**config.mk**
```make
export PLATFORM = sky130hd
export DESIGN_NAME = dmem_access_ctrl
export DESIGN_NICKNAME = d
export VERILOG_FILES = /design/src/rtl/dmem_access_ctrl.sv
export SDC_FILE = /design/constraint.sdc
export NUM_CORES = 1
export LEC_CHECK = 0
export CAP_MARGIN = 20
export CORE_ASPECT_RATIO = 0.5
export CORE_MARGIN = 2
export CORE_UTILIZATION = 39
export DETAILED_ROUTE_END_ITERATION = 16
export PLACE_DENSITY = 0.88
export REMOVE_ABC_BUFFERS = 1
export SLEW_MARGIN = 20
export SYNTH_ARGS = -nofsm -noshare
export SYNTH_HDL_FRONTEND = slang
export SYNTH_SLANG_ARGS = --single-unit
```
**constraint.sdc**
```tcl
create_clock -name i_Clk_1 -period 1.8 [get_ports i_Clk_1]
set_input_delay 0.36 -clock i_Clk_1 [delete_from_list [all_inputs] [get_ports i_Clk_1]]
set_output_delay 0.36 -clock i_Clk_1 [all_outputs]
set_load 0.005 [all_outputs]
```
**src/rtl/dmem_access_ctrl.sv**
```systemverilog
// Data-memory bus controller sitting behind the MEM stage.
// Converts load/store requests into word-aligned bus transactions, performs
// read-modify-write for sub-word stores (merge done by the MEM stage), holds
// the pipeline while an access is in flight and aborts on a bus timeout.
module dmem_access_ctrl #(
  parameter int P_TIMEOUT = 255
) (
  input  logic        i_Clk_1,
  input  logic        i_Rstn_1,
  input  logic        i_Load_1,
  input  logic        i_Store_1,
  input  logic [1:0]  i_LoadStoreWidth_2,
  input  logic [31:0] i_ALUResult_32,
  input  logic [31:0] i_MemoryStoreData_32,
  output logic [31:0] o_MemoryLoadData_32,
  output logic        o_Stall_1,
  output logic        o_BusReq_1,
  output logic        o_BusWe_1,
  output logic [31:0] o_BusAddr_32,
  output logic [31:0] o_BusWData_32,
  input  logic        i_BusAck_1,
  input  logic [31:0] i_BusRData_32,
  output logic        o_BusError_1
);

  // Wide enough to hold P_TIMEOUT; the counter only ever reaches P_TIMEOUT-1.
  localparam int CNT_W = $clog2(P_TIMEOUT + 1);

  typedef enum logic [2:0] {
    S_IDLE  = 3'd0,
    S_READ  = 3'd1,
    S_MERGE = 3'd2,
    S_WRITE = 3'd3,
    S_DONE  = 3'd4
  } state_t;

  state_t      state_q, state_d;
  logic        bus_req_q, bus_req_d;
  logic        bus_we_q, bus_we_d;
  logic        bus_err_q, bus_err_d;
  logic        is_store_q, is_store_d;
  logic [31:0] bus_addr_q, bus_addr_d;
  logic [31:0] bus_wdata_q, bus_wdata_d;
  logic [31:0] load_data_q, load_data_d;
  logic [CNT_W-1:0] cnt_q, cnt_d;

  logic ack_v;
  logic cnt_expired;
  logic mem_req;
  logic is_word;

  // The byte/half distinction only matters for lane selection, which the
  // MEM stage owns; the controller only needs to know word vs. sub-word.
  logic unused_width_lsb;
  assign unused_width_lsb = i_LoadStoreWidth_2[0];

  assign mem_req     = i_Load_1 | i_Store_1;
  assign is_word     = i_LoadStoreWidth_2[1];
  // An ack is only meaningful while a request is actually on the bus.
  assign ack_v       = i_BusAck_1 & bus_req_q;
  // Last request cycle that may still complete; no ack here means abort.
  assign cnt_expired = (cnt_q == CNT_W'(P_TIMEOUT - 1));

  // Registered outputs straight from their flops.
  assign o_BusReq_1          = bus_req_q;
  assign o_BusWe_1           = bus_we_q;
  assign o_BusError_1        = bus_err_q;
  assign o_BusAddr_32        = bus_addr_q;
  assign o_BusWData_32       = bus_wdata_q;
  assign o_MemoryLoadData_32 = load_data_q;

  // Pipeline hold: busy states always stall, IDLE stalls only when a memory
  // instruction is waiting, DONE releases the pipeline for one cycle.
  always_comb begin
    o_Stall_1 = 1'b0;
    case (state_q)
      S_IDLE:  o_Stall_1 = mem_req;
      S_READ,
      S_MERGE,
      S_WRITE: o_Stall_1 = 1'b1;
      default: o_Stall_1 = 1'b0;
    endcase
  end

  // Next-state and next-value logic for the access sequencer.
  always_comb begin
    state_d     = state_q;
    bus_req_d   = bus_req_q;
    bus_we_d    = bus_we_q;
    bus_err_d   = 1'b0;
    is_store_d  = is_store_q;
    bus_addr_d  = bus_addr_q;
    bus_wdata_d = bus_wdata_q;
    load_data_d = load_data_q;
    cnt_d       = cnt_q;

    case (state_q)
      S_IDLE: begin
        if (mem_req) begin
          bus_addr_d  = {i_ALUResult_32[31:2], 2'b00};
          bus_wdata_d = i_MemoryStoreData_32;
          // Load wins when both strobes are high.
          is_store_d  = ~i_Load_1;
          cnt_d       = '0;
          bus_req_d   = 1'b1;
          if (!i_Load_1 && is_word) begin
            // Full-word store needs no read of the old contents.
            state_d  = S_WRITE;
            bus_we_d = 1'b1;
          end else begin
            state_d  = S_READ;
            bus_we_d = 1'b0;
          end
        end
      end

      S_READ: begin
        if (ack_v) begin
          load_data_d = i_BusRData_32;
          bus_req_d   = 1'b0;
          state_d     = is_store_q ? S_MERGE : S_DONE;
        end else if (cnt_expired) begin
          // Abort: no data, and a pending sub-word store is dropped.
          load_data_d = '0;
          bus_req_d   = 1'b0;
          bus_err_d   = 1'b1;
          state_d     = S_DONE;
        end else begin
          cnt_d = cnt_q + CNT_W'(1);
        end
      end

      S_MERGE: begin
        // The MEM stage has had a cycle to merge the fetched word.
        bus_wdata_d = i_MemoryStoreData_32;
        cnt_d       = '0;
        bus_req_d   = 1'b1;
        bus_we_d    = 1'b1;
        state_d     = S_WRITE;
      end

      S_WRITE: begin
        if (ack_v) begin
          bus_req_d = 1'b0;
          bus_we_d  = 1'b0;
          state_d   = S_DONE;
        end else if (cnt_expired) begin
          bus_req_d = 1'b0;
          bus_we_d  = 1'b0;
          bus_err_d = 1'b1;
          state_d   = S_DONE;
        end else begin
          cnt_d = cnt_q + CNT_W'(1);
        end
      end

      S_DONE: begin
        // Requests seen here belong to the instruction already completing.
        state_d = S_IDLE;
      end

      default: begin
        state_d   = S_IDLE;
        bus_req_d = 1'b0;
        bus_we_d  = 1'b0;
      end
    endcase
  end

  // State and output registers with synchronous active-low reset.
  always_ff @(posedge i_Clk_1) begin
    if (!i_Rstn_1) begin
      state_q     <= S_IDLE;
      bus_req_q   <= 1'b0;
      bus_we_q    <= 1'b0;
      bus_err_q   <= 1'b0;
      is_store_q  <= 1'b0;
      bus_addr_q  <= '0;
      bus_wdata_q <= '0;
      load_data_q <= '0;
      cnt_q       <= '0;
    end else begin
      state_q     <= state_d;
      bus_req_q   <= bus_req_d;
      bus_we_q    <= bus_we_d;
      bus_err_q   <= bus_err_d;
      is_store_q  <= is_store_d;
      bus_addr_q  <= bus_addr_d;
      bus_wdata_q <= bus_wdata_d;
      load_data_q <= load_data_d;
      cnt_q       <= cnt_d;
    end
  end

endmodule
```
==> out/qor.csv <==
stage;metric;value;unit
sta;setup_viol_count_final;0;
drt;drc;0;
placed_design;place_ws;-0.621;ns
yosys;avgSynthCellArea;8.77;µm²
global_routing;antenna_found_initial;0;
global_routing;grt_first_pass_wirelength;18300;µm
sta;fmax;0.585;GHz
die;start_util;0.407;
drt;ant_nets;0;
sta;layout_setup_ws;0.0899;ns
drt;firstDrtPassIters;5;
cells_and_area;finalInstanceArea;6500;µm²
setup_path;ff2ff_path_depth;6;
cells_and_area;syn_to_final_growth;66.1;%
global_routing;grt_pass1_vias;3810;
global_routing;grt_max_degree;33;
clock_tree;cts_tree;yes;
clock_tree;htree_levels;3;
drt;viasPerCell;4.98;
hold_path;hold_depth;2;
outcome;status;completed;
cells_and_area;multi_input_area;1600;µm²
drt;drtIter0Drc;247;
setup_path;startpoint_type;flip-flop;
cells_and_area;insertedDiodeCount;0;
yosys;ys_warn_count;0;
clock_tree;clk_pin_slew_worst_paths;0.07;ns
clock_tree;cts_buffers;9;
sta;layout_min_cycle_time;1.71;ns
drt;routed_wl;12100;µm
cells_and_area;fin_util;0.677;
die;die-area;10900;µm²
yosys;async_flop_share;0;
hold_path;hold_end;o_BusAddr_32[15]$_SDFFE_PN0P_;
pwr;leakagePower;2.45;nW
clock_tree;numClockSinks;109;
die;die_w;146;µm
setup_path;cp.arrival;1.92;ns
yosys;synth_edf_count;0;
clock_tree;clock_path_buffers;2;
setup_path;critPathKind;flip-flop to flip-flop;
drt;via_count;3922;
pwr;vdd_drop_max;0.464;mV
hold_path;min_path_type;flip-flop to flip-flop;
setup_path;critPathCaptureType;flip-flop;
die;rows;25;
placed_design;dp.cells;773;
hold_path;worstHoldStart;o_BusAddr_32[15]$_SDFFE_PN0P_;
flow_run;maxCapViolCount;0;
clock_tree;insertion_delay;0.34;ns
placed_design;portBuffers;197;
die;core_area;9600;µm²
drt;routedWlPerCell;15.4;µm
sta;post-route-period-util;0.950;
yosys;synthFlopType;dfxtp_1;
cells_and_area;fin_nets;755;
sta;clock_skew;0.00649;ns
yosys;synth_area;3910;µm²
setup_path;r2r-start;state_q[0]$_SDFFE_PN0P_;
yosys;synth_cell_types;40;
cells_and_area;layout-drive-gt1-share;0.0827;
yosys;yosysSeqAreaShare;0.558;
placed_design;dpl_cell_area;6180;µm²
die;ios;203;
global_routing;gr-total-overflow;0;
placed_design;gp_congestion;0.819;
cells_and_area;final_cell_mix;194 x clkdlybuf4s50_1, 135 x nand2_1, 106 x dfxtp_1, 69 x a21oi_1, 32 x a22o_1;
setup_path;crit_fanout;30;
setup_path;rr_endpoint;o_BusAddr_32[5]$_SDFFE_PN0P_;
setup_path;critical_path_required;2.01;ns
setup_path;r2r_slack;0.09;ns
sta;rsz0062_at_grt;false;
cells_and_area;final_cells;788;
pwr;power_density;878;nW/µm²
cells_and_area;filler_cell_count;728;
sta;drv_slew;0;
placed_design;dp_hpwl;8580;µm
cells_and_area;regArea;2190;µm²
yosys;ys_seq_elements;109;
yosys;synth_cells;446;
sta;fin_hold_ws;0.452;ns
clock_tree;cts_root_buf;clkbuf_16;
global_routing;grt_usage;0.212;
sta;hold_viol;0;
cells_and_area;mostFrequentLayoutCell;clkdlybuf4s50_1;
die;die-height;74.8;µm
==> per-stage QoR <==
step                      total power (W)  TNS (ns)
after detailed placement          0.00379    -10.75
final                             0.00570         0
after floorplan                   0.00305    -35.01
after CTS                         0.00575         0
after global routing              0.00595         0
after global placement            0.00375     -8.35
==> repair_timing <==
item / CTS / global route
setup endpoints to repair: 1 / 5
hold buffers: 0 / 0
pin swaps: 2 / 2
resized for setup: 8 / 5
hold endpoints to repair: 0 / 0
setup buffers: 1 / 0
==> Yosys cell counts (4+ instances only) <==
cell type | count | area (µm²)
or4_1 | 4 | 30.0
nand2_1 | 135 | 507
buf_2 | 18 | 90.1
a22o_1 | 32 | 280
or3_1 | 9 | 56.3
clkbuf_1 | 11 | 41.3
nand3_1 | 4 | 20.0
dfxtp_1 | 109 | 2180
a21oi_1 | 70 | 350
nor2_1 | 5 | 18.8
inv_1 | 7 | 26.3
o21ai_0 | 6 | 30.0
==> worst max-delay path: stages, from the launching register on <==
cell	delay, ns
dfxtp_1	0.34
buf_4	0.18
or2_2	0.35
or3_1	0.38
buf_12	0.19
nand2_1	0.07
a21oi_1	0.07
==> power breakdown <==
| part | leakage (nW) | switching (W) | internal [W] |
|---|---|---|---|
| Sequential | 0.892 | 0.0000876 | 0.00257 |
| Clock | 0.138 | 0.000842 | 0.00111 |
| Combinational | 1.42 | 0.000468 | 0.000631 |
| Total | 2.45 | 0.00140 | 0.00430 |
==> routing by layer <==
metal | wire, µm | GRT usage | vias to the layer above
met5 | 0 | 0 | -
met4 | 272 | 0.0959 | 0
met3 | 472 | 0.0491 | 23
met2 | 6570 | 0.421 | 109
met1 | 4830 | 0.223 | 1860
li1 | - | - | 1930
==> cell families (layout without fill, tap and decap cells) <==
kind of cell,Yosys count,count (layout),share of synthesized area
AO/OA/AOI/OAI,123,123,0.200
adder cells (fa/ha/maj),2,2,0.00639
buffers and inverters,39,245,0.0451
flip-flops,109,109,0.558
multiplexers,1,1,0.00256
other,1,2,0.000958
AND/OR/NAND/NOR,171,171,0.187
==> registers in the layout, indices dropped and copies added (netlist names) <==
| name | count |
|---|---|
| cnt_q | 8 |
| is_store_q | 1 |
| o_BusAddr_32 | 30 |
| o_BusError_1 | 1 |
| o_BusReq_1 | 1 |
| o_BusWData_32 | 32 |
| o_BusWe_1 | 1 |
| o_MemoryLoadData_32 | 32 |
| state_q | 3 |
==> worst max path at each step <==
stage	from	to	cells past startpoint	slack [ns]
4_1_cts	cnt_q[0]$_SDFFE_PN0P_	cnt_q[3]$_SDFFE_PN0P_	7	0.01
3_5_place_dp	i_Load_1	o_Stall_1	5	-0.62
3_3_place_gp	i_Load_1	o_Stall_1	5	-0.60
6_report	state_q[0]$_SDFFE_PN0P_	o_BusAddr_32[5]$_SDFFE_PN0P_	6	0.09
5_1_grt	cnt_q[0]$_SDFFE_PN0P_	cnt_q[3]$_SDFFE_PN0P_	7	0.005
2_1_floorplan	i_Rstn_1	o_MemoryLoadData_32[0]$_SDFFE_PN0P_	3	-0.93
==> area by class of cell <==
cell class / count / area share
tap: 135 / 0.0260
multi-input combinational: 299 / 0.246
clock inverter: 3 / 0.00712
timing repair buffer: 224 / 0.343
clock buffer: 11 / 0.0374
inverter: 7 / 0.00404
sequential: 109 / 0.337
Note: power is estimated with default switching activity, not from simulation.
